[config.mk]
export PLATFORM = sky130hd
export DESIGN_NAME = mem_access_ctrl
export DESIGN_NICKNAME = d
export VERILOG_FILES = /design/src/rtl/mem_access_pkg.sv /design/src/rtl/access_counter.sv /design/src/rtl/mem_access_ctrl.sv
export SDC_FILE = /design/constraint.sdc
export NUM_CORES = 1
export LEC_CHECK = 0
export ABC_AREA = 1
export CORE_MARGIN = 3
export CORE_UTILIZATION = 51
export CTS_CLUSTER_DIAMETER = 30
export DETAILED_ROUTE_END_ITERATION = 10
export PLACE_DENSITY = 0.85
export SYNTH_ARGS = -nofsm -noshare
export SYNTH_HDL_FRONTEND = slang
export SYNTH_HIERARCHICAL = 1
export SYNTH_SLANG_ARGS = --single-unit
[constraint.sdc]
create_clock -name clk -period 7.63 [get_ports clk]
set_input_delay 1.526 -clock clk [delete_from_list [all_inputs] [get_ports clk]]
set_output_delay 1.526 -clock clk [all_outputs]
set_load 0.02 [all_outputs]
[src/rtl/mem_access_pkg.sv]
// -----------------------------------------------------------------------------
// mem_access_pkg
// Shared definitions for the data-memory load/store engine:
//   - default widths for data, word address and burst length fields
//   - depth of the attached data memory (64 words)
//   - FSM state encoding used by mem_access_ctrl
// -----------------------------------------------------------------------------
package mem_access_pkg;

    localparam int DEF_DATA_W = 16;
    localparam int DEF_ADDR_W = 6;
    localparam int DEF_LEN_W  = 3;
    localparam int MEM_DEPTH  = 64;

    typedef enum logic [2:0] {
        IDLE     = 3'd0,
        WR       = 3'd1,
        RD_ISSUE = 3'd2,
        RD_WAIT  = 3'd3,
        RESP     = 3'd4
    } state_t;

endpackage

[src/rtl/access_counter.sv]
// -----------------------------------------------------------------------------
// access_counter
// 16-bit event counter that saturates at 16'hFFFF.
// Ports:
//   clk    in   clock
//   reset  in   asynchronous active-high reset, clears the count
//   inc    in   count one event this cycle
//   clear  in   synchronous clear (has priority over inc)
//   count  out  current count
// -----------------------------------------------------------------------------
module access_counter (
    input  logic        clk,
    input  logic        reset,
    input  logic        inc,
    input  logic        clear,
    output logic [15:0] count
);

    always_ff @(posedge clk or posedge reset) begin
        if (reset) begin
            count <= '0;
        end else if (clear) begin
            count <= '0;
        end else if (inc && (count != 16'hFFFF)) begin
            count <= count + 16'd1;
        end
    end

endmodule

[src/rtl/mem_access_ctrl.sv]
// -----------------------------------------------------------------------------
// mem_access_ctrl
// Initiator side of the data-memory interface. Accepts single-word stores and
// 1..8 word burst loads, drives the memory enables/addresses, absorbs the
// memory's one-cycle registered read latency and returns load beats with a
// last-beat flag.
//
// Handshake rule (both channels): a transfer happens on the rising clock edge
// where valid and ready are both high. The producer holds its payload stable
// from raising valid until that edge; ready may be asserted independently of
// valid, and ready while valid is low has no effect.
//
// Ports:
//   clk, reset                    clock, asynchronous active-high reset
//   req_valid/req_ready           request channel
//   req_write, req_addr, req_len  store/load, start address, beats-1 (loads)
//   req_wdata                     store data
//   rsp_valid/rsp_ready           load response channel
//   rsp_data, rsp_last            beat data, final-beat flag
//   busy                          controller not in IDLE
//   enable_read/enable_write      memory strobes (never both high)
//   address_read/address_write    memory addresses
//   data_write / data_read        memory write data / registered read data
//   dbg_state                     current FSM state
//   load_beats, store_count       activity counters (ACCESS_COUNT_EN only)
//
// Optional feature macro: ACCESS_COUNT_EN adds the two saturating counters.
// All outputs come straight from registers.
// -----------------------------------------------------------------------------
module mem_access_ctrl
    import mem_access_pkg::*;
#(
    parameter int DATA_W = DEF_DATA_W,
    parameter int ADDR_W = DEF_ADDR_W,
    parameter int LEN_W  = DEF_LEN_W
) (
    input  logic              clk,
    input  logic              reset,
    input  logic              req_valid,
    output logic              req_ready,
    input  logic              req_write,
    input  logic [ADDR_W-1:0] req_addr,
    input  logic [LEN_W-1:0]  req_len,
    input  logic [DATA_W-1:0] req_wdata,
    output logic              rsp_valid,
    input  logic              rsp_ready,
    output logic [DATA_W-1:0] rsp_data,
    output logic              rsp_last,
    output logic              busy,
    output logic              enable_read,
    output logic              enable_write,
    output logic [ADDR_W-1:0] address_read,
    output logic [ADDR_W-1:0] address_write,
    output logic [DATA_W-1:0] data_write,
    input  logic [DATA_W-1:0] data_read,
    output state_t            dbg_state
`ifdef ACCESS_COUNT_EN
    ,
    output logic [15:0]       load_beats,
    output logic [15:0]       store_count
`endif
);

    state_t              state, state_n;
    logic [ADDR_W-1:0]   addr, addr_n;
    logic [DATA_W-1:0]   wdata, wdata_n;
    logic [LEN_W-1:0]    beats_left, beats_n;

    // Next-state and next-context logic.
    always_comb begin
        state_n = state;
        addr_n  = addr;
        wdata_n = wdata;
        beats_n = beats_left;
        case (state)
            IDLE: begin
                // req_ready is high exactly when state is IDLE.
                if (req_valid) begin
                    addr_n  = req_addr;
                    wdata_n = req_wdata;
                    beats_n = req_write ? '0 : req_len;
                    state_n = req_write ? WR : RD_ISSUE;
                end
            end
            WR:       state_n = IDLE;
            RD_ISSUE: state_n = RD_WAIT;
            RD_WAIT:  state_n = RESP;
            RESP: begin
                if (rsp_ready) begin
                    if (beats_left == '0) begin
                        state_n = IDLE;
                    end else begin
                        // Natural ADDR_W-bit wrap gives 63 -> 0 for a
                        // MEM_DEPTH-word memory.
                        addr_n  = addr + 1'b1;
                        beats_n = beats_left - 1'b1;
                        state_n = RD_ISSUE;
                    end
                end
            end
            default:  state_n = IDLE;
        endcase
    end

    // State, context and registered outputs. Outputs are derived from the
    // next state so that they line up with the state they belong to.
    always_ff @(posedge clk or posedge reset) begin
        if (reset) begin
            state         <= IDLE;
            addr          <= '0;
            wdata         <= '0;
            beats_left    <= '0;
            req_ready     <= 1'b1;
            busy          <= 1'b0;
            enable_read   <= 1'b0;
            enable_write  <= 1'b0;
            address_read  <= '0;
            address_write <= '0;
            data_write    <= '0;
            rsp_valid     <= 1'b0;
            rsp_last      <= 1'b0;
            rsp_data      <= '0;
        end else begin
            state         <= state_n;
            addr          <= addr_n;
            wdata         <= wdata_n;
            beats_left    <= beats_n;
            req_ready     <= (state_n == IDLE);
            busy          <= (state_n != IDLE);
            enable_write  <= (state_n == WR);
            address_write <= (state_n == WR) ? addr_n : '0;
            data_write    <= (state_n == WR) ? wdata_n : '0;
            enable_read   <= (state_n == RD_ISSUE);
            address_read  <= (state_n == RD_ISSUE) ? addr_n : '0;
            rsp_valid     <= (state_n == RESP);
            rsp_last      <= (state_n == RESP) && (beats_n == '0);
            // Memory data is valid during RD_WAIT; rsp_data is otherwise
            // held, which keeps it stable under backpressure.
            if (state == RD_WAIT) begin
                rsp_data <= data_read;
            end
        end
    end

    assign dbg_state = state;

`ifdef ACCESS_COUNT_EN
    access_counter u_load_beats (
        .clk   (clk),
        .reset (reset),
        .inc   ((state == RESP) && rsp_ready),
        .clear (1'b0),
        .count (load_beats)
    );

    access_counter u_store_count (
        .clk   (clk),
        .reset (reset),
        .inc   (state == WR),
        .clear (1'b0),
        .count (store_count)
    );
`endif

endmodule

==> out/metrics.yaml, run 1 <==
min_path:
  hp-start: "rsp_data[14]"
  min_path_type: "reg2reg"
timing:
  slew_headroom_pct: 33.7
  finalCritPeriodShare_pct: 43.2
  fmax_mhz: 303
  setup_violations: 0
  finalClockSkew_ps: 15.5
  hold_viol: 0
  tns_ps: 0
  slew_violations: 0
  rsz0062_at_grt: "false"
  finalCriticalPeriod_ps: 3300
  tightestPinTransition_ps: 991
logic_synthesis:
  syn_nets: 379
  synthesis.instances: 330
  synth_xor_area_share_pct: 0
  ys_seq_elements: 78
  synth-adder-area-share_pct: 1.12
  synth-simple-area-share_pct: 14.2
  avgSynthCellArea_um2: 10.2
  ys_seq_area_share_pct: 58.2
  ys_warn_count: 6
  synth_top_family_by_area: "simple AND/OR/NAND/NOR gates"
  synth_compound_area_share_pct: 10.9
  synth_top_cell_area_share_pct: 57.4
  synth.mux.area_fraction_pct: 5.37
  synthTopCellsByArea: "dfrtp_1, inv_1, nand2_1"
  yosys.area.top_type: "dfrtp_1"
  yosys.cell_types.count: 31
  syn_area_mm2: 0.00335
global_routing:
  gr-total-overflow: 0
  grt_pass1_vias: 2656
  grt_usage_pct: 20.7
  antenna_found_initial: 0
  grt_max_degree: 79
  grt_pass1_wl_um: 12100
final_layout:
  multi_input_area_mm2: 0.00106
  nFillCells: 421
  mostFrequentLayoutCell: "clkdlybuf4s50_1"
  diodes: 0
  syn_to_final_growth_pct: 36.6
  mostFrequentLayoutCells: "clkdlybuf4s50_1, dfrtp_1, inv_1"
  nets: 481
  fin_util_pct: 74.7
  drive_gt1_share_pct: 14.4
  register_area_mm2: 0.00195
setup_path:
  crit_type: "in2reg"
  cp.required_ps: 7910
  crit_start: "req_valid"
  regToRegSetupSlack_ps: 5510
  ff2ff_path_depth: 7
  arrival_ps: 3570
  startpoint_type: "input pin"
  worstReg2RegStart: "dbg_state[1]"
  path_max_fanout: 39
  crit_end: "rsp_last"
  cp-end-kind: "flip-flop"
  r2r_end: "rsp_last"
clock_network:
  postCtsSetupBuffers: 0
  root_buffer: "clkbuf_8"
  cts_hold_buf: 0
  clock_path_buffers: 2
  ctsResizeCount: 0
  cts_tree: "done"
  htree_levels: 3
  cts_buffers: 9
  clock_sink_count: 78
  clk_latency_ps: 350
  clk_pin_slew_worst_paths_ps: 80
flow_run:
  max_cap_viol_count: 0
floorplanning:
  dieArea_mm2: 0.00759
  dieWidth_um: 87.1
  die_y_um: 87.1
  rows: 28
  start_util_pct: 54.7
  io_pins: 99
  fp.coreArea_mm2: 0.00613
detailed_routing:
  dr.pass1.iters: 4
  wl_met3_um: 509
  top_layer_used: "met4"
  wl_um: 7250
  antenna_left: 0
  vias: 2550
  post_drt_wl_per_cell_um: 14.2
  drt_iter0_drc: 117
  drcViolationCount: 0
  wl_met1_um: 3090
  dr_wl_met2_um: 3490
  routed_via_density: 4.98
placed_design:
  hpwl_um: 5070
  gp_congestion: 0.828
  port_buffers: 98
power:
  leakagePower_uw: 0.00230
  powerDensity_mw_per_mm2: 402
  ir_drop_mv: 0.267
outcome:
  status: "finished, final reports clean"
==> state kept, by name, summed over array words and instances (netlist names), 3 cells and up <==
register,cells
address_read,6
dbg_state,3
wdata,16
addr,6
rsp_data,16
data_write,16
address_write,6
beats_left,3
==> area by class of cell <==
class | count | area share [%]
repair buffers | 99 | 21.6
clock buffers | 13 | 3.47
inverters | 74 | 6.09
clock inverters | 3 | 0.956
well taps | 75 | 2.05
flip-flops and latches | 78 | 42.6
multi-input cells | 170 | 23.2
==> report_power, final <==
| part | switching [uW] | internal [uW] |
|---|---|---|
| combinational | 489 | 370 |
| clock | 145 | 170 |
| sequential | 83.0 | 587 |
| total | 718 | 1130 |
==> through the flow <==
stage	setup slack [ps]	area (um^2)	hold slack (ps)	std cells	total power (uW)
2_1_floorplan	4110	3350	467	330	1210
6_report	4330	4580	507	512	1840
3_5_place_dp	3990	4380	493	496	1540
4_1_cts	4330	4580	512	512	1860
3_3_place_gp	4040	4380	476	496	1510
5_1_grt	4110	4580	526	512	1970
==> cells in the mapped netlist, drive strengths merged <==
| cell | n |
|---|---|
| nor2 | 18 |
| o21bai | 1 |
| nor3 | 2 |
| a21oi | 26 |
| ha | 3 |
| o21ai | 4 |
| nand4 | 2 |
| dfrtp | 77 |
| buf | 8 |
| nand2 | 63 |
| inv | 74 |
| dfstp | 1 |
| a22oi | 3 |
| o21a | 1 |
| nand3 | 15 |
| mux2 | 16 |
| a211oi | 16 |
==> layer usage <==
layer,global-route usage [%],vias up
met5,0,-
met4,10.3,0
met3,3.78,15
met2,33.5,81
met1,26.8,1218
li1,-,1236
==> cells by family after synthesis <==
kind of cell	count (synthesis)
AO/OA/AOI/OAI	51
adder cells (fa/ha/maj)	3
buffers and inverters	82
flip-flops	78
multiplexers	16
AND/OR/NAND/NOR	100
==> critical path: stages <==
cell and delay, ps:
clkdlybuf4s50_1 600, inv_2 110, nor2_4 780, nor2_1 220, nand2_1 140, nand3_1 90
nor2_1 110
==> how the worst min path moves through the flow <==
stage	cells after the start	to
after floorplan	2	beats_left[1]
after global placement	1	rsp_data[0]
after detailed placement	1	rsp_data[14]
after CTS	1	rsp_data[14]
after global routing	1	rsp_data[6]
final	1	rsp_data[14]
Note: power is estimated with default switching activity, not from simulation.
==> run 2, diff against run 1 <==
- CORE_UTILIZATION: 51 -> 42
- PLACE_DENSITY: 0.85 -> 0.75
- clock period: 7.63 -> 2.6 ns (I/O delays scaled with it)
==> run 2 against run 1 <==
  * Routed wire length increased by 0.59%
  * Worst setup slack got worse by 3800 ps
  * Total power increased to 3.0 times the previous value
  * Sequential share of layout area decreased by 1.0 points
  * Via count decreased by 0.63%
  * Critical endpoint is now dbg_state[0]
  * Largest cell class unchanged
==> out/metrics.yaml, run 2 (synthesis results as in run 1) <==
min_path:
  holdPathStages: 1  # unchanged
  hold_path_end: "rsp_data[0]"  # was rsp_data[14]
  hp-start: "rsp_data[0]"  # was rsp_data[14]
  min_path_type: "reg2reg"  # unchanged
global_routing:
  grt_pass1_vias: 2539  # was 2,656
  grt_max_degree: 30  # was 79
  grt_pass1_wl_um: 12000  # was 12,100 um
  antenna_found_initial: 0  # unchanged
  grt_usage_pct: 17.2  # was 20.7%
  gr-total-overflow: 0  # unchanged
detailed_routing:
  drt_iter0_drc: 92  # was 117
  dr.pass1.iters: 4  # unchanged
  post_drt_wl_per_cell_um: 13.5  # was 14.2 um
  routed_via_density: 4.69  # was 4.98
  antenna_left: 0  # unchanged
  wl_um: 7290  # was 7250 um
  vias: 2534  # was 2,550
  drcViolationCount: 0  # unchanged
timing:
  finalCritPeriodShare_pct: 78.9
  rsz0062_at_grt: "false"  # unchanged
  setup_violations: 0  # unchanged
  tightestPinTransition_ps: 509  # was 991 ps
  hold_viol: 0  # unchanged
  finalClockSkew_ps: 8.96  # was 15.5 ps
  finalCriticalPeriod_ps: 2050
  tns_ps: 0  # unchanged
  fmax_mhz: 488
  slew_headroom_pct: 65.7  # was 33.7%
  slew_violations: 0  # unchanged
setup_path:
  path_buf_inv: 1  # was 2
  path_delay_family: "buffers and inverters"  # was simple AND/OR/NAND/NOR gates
  path_cells: "clkdlybuf4s50_1"  # was clkdlybuf4s50_1 > inv_2 > nor2_4 > nor2_1 > nand2_1 > nand3_1 > nor2_1
  crit_type: "reg2out"  # was in2reg
  crit_cells: 1  # was 7
  crit_start: "dbg_state[0]"  # was req_valid
  ff2ff_path_depth: 7  # unchanged
  worstReg2RegStart: "dbg_state[0]"  # was dbg_state[1]
  cp.required_ps: 2080  # was 7910 ps
  cpMaxStageDelayCell: "clkdlybuf4s50_1"  # was nor2_4
  path_max_fanout: 5  # was 39
  slowest_delay_ps: 680  # was 780 ps
  regToRegSetupSlack_ps: 980  # was 5510 ps
  r2r_end: "address_write[0]"  # was rsp_last
  cp-end-kind: "output port"  # was flip-flop
  arrival_ps: 1530  # was 3570 ps
  startpoint_type: "flip-flop"  # was input pin
clock_network:
  clk_pin_slew_worst_paths_ps: 70  # was 80 ps
  root_buffer: "clkbuf_8"  # unchanged
  ctsResizeCount: 0  # unchanged
  clock_sink_count: 78  # unchanged
  htree_levels: 3  # unchanged
  clock_path_buffers: 2  # unchanged
  cts_buffers: 9  # unchanged
  postCtsSetupBuffers: 0  # unchanged
  cts_hold_buf: 0  # unchanged
  clk_latency_ps: 340  # was 350 ps
  cts_tree: "done"  # unchanged
floorplanning:
  die_y_um: 95.4  # was 87.1 um
  fp.coreArea_mm2: 0.00749  # was 0.00613 mm^2
  start_util_pct: 44.8  # was 54.7%
  dieArea_mm2: 0.00910  # was 0.00759 mm^2
  dieWidth_um: 95.4  # was 87.1 um
  rows: 31  # was 28
  io_pins: 99  # unchanged
flow_run:
  max_cap_viol_count: 0  # unchanged
final_layout:
  mostFrequentLayoutCells: "clkdlybuf4s50_1, dfrtp_1, inv_1"  # unchanged
  register_area_mm2: 0.00195  # unchanged
  drive_gt1_share_pct: 15.2  # was 14.4%
  multi_input_area_mm2: 0.00106  # unchanged
  nFillCells: 595  # was 421
  reg_top3: "data_write: 16 flops, rsp_data: 16 flops, wdata: 16 flops"  # unchanged
  nets: 485  # was 481
  mostFrequentLayoutCell: "clkdlybuf4s50_1"  # unchanged
  diodes: 0  # unchanged
  syn_to_final_growth_pct: 39.9  # was 36.6%
power:
  powerDensity_mw_per_mm2: 1190  # was 402 mW/mm^2
  ir_drop_mv: 0.419  # was 0.267 mV
  finalPower_uw: 5570  # was 1840 uW
  leakagePower_uw: 0.00234  # was 0.00230 uW
placed_design:
  port_buffers: 98  # unchanged
  gp_congestion: 0.850  # was 0.828
  hpwl_um: 5330  # was 5070 um
outcome:
  status: "finished, final reports clean"  # unchanged
-- run 2: changes by cell type in the layout (fill, tap and decap cells not counted) --
cell,previous run,this run
clkbuf_8,11,10
buf_4,1,4
buf_12,0,1
clkinv_4,1,0
bufinv_16,1,3
-- run 2: worst max path at each step --
| stage | endpoint | slack, ps |
|---|---|---|
| 2_1_floorplan | addr[0] | 90 |
| 3_5_place_dp | address_write[0] | 430 |
| 5_1_grt | dbg_state[0] | 500 |
| 6_report | dbg_state[0] | 550 |
| 3_3_place_gp | address_write[0] | 550 |
| 4_1_cts | dbg_state[0] | 530 |
-- run 2: worst reg2reg max path: stages, from the launching register on --
cell and delay, ps:
dfrtp_1 480, nor2_4 160, nand2_1 110, nor2_4 180, buf_4 280, nand2_1 80
o21a_1 130, a21oi_1 130
-- run 2: per-stage QoR --
| step | utilization, % | hold WS (ps) | std cells | worst slack, ps | instance area [um^2] |
|---|---|---|---|---|---|
| 3_3_place_gp | 59.5 | 474 | 524 | 548 | 4450 |
| 3_5_place_dp | 59.5 | 482 | 524 | 434 | 4450 |
| 2_1_floorplan | - | 467 | 330 | 86.6 | 3350 |
| 4_1_cts | 62.7 | 499 | 540 | 526 | 4690 |
| 5_1_grt | 62.7 | 505 | 540 | 497 | 4690 |
| 6_report | 62.7 | 492 | 540 | 550 | 4690 |
-- run 2: layout make-up --
| cell class | count | area share, % |
|---|---|---|
| sequential | 78 | 41.6 |
| multi-input combinational | 170 | 22.7 |
| timing repair buffer | 103 | 22.0 |
| inverter | 74 | 5.95 |
| clock buffer | 12 | 3.09 |
| tap | 99 | 2.64 |
| clock inverter | 4 | 2.03 |
-- run 2: per-layer routing --
layer	global-route usage (%)	part of all wire, %	vias to the layer above
met5	0	0	-
met2	27.8	47	94
met4	7.46	1.8	0
met3	4.03	8.2	11
met1	22.0	43	1186
li1	-	-	1243
-- run 2: where the power goes --
part | internal, uW | leakage [uW] | switching (uW)
clock | 663 | 0.000121 | 404
sequential | 1720 | 0.000970 | 233
combinational | 1110 | 0.00125 | 1440
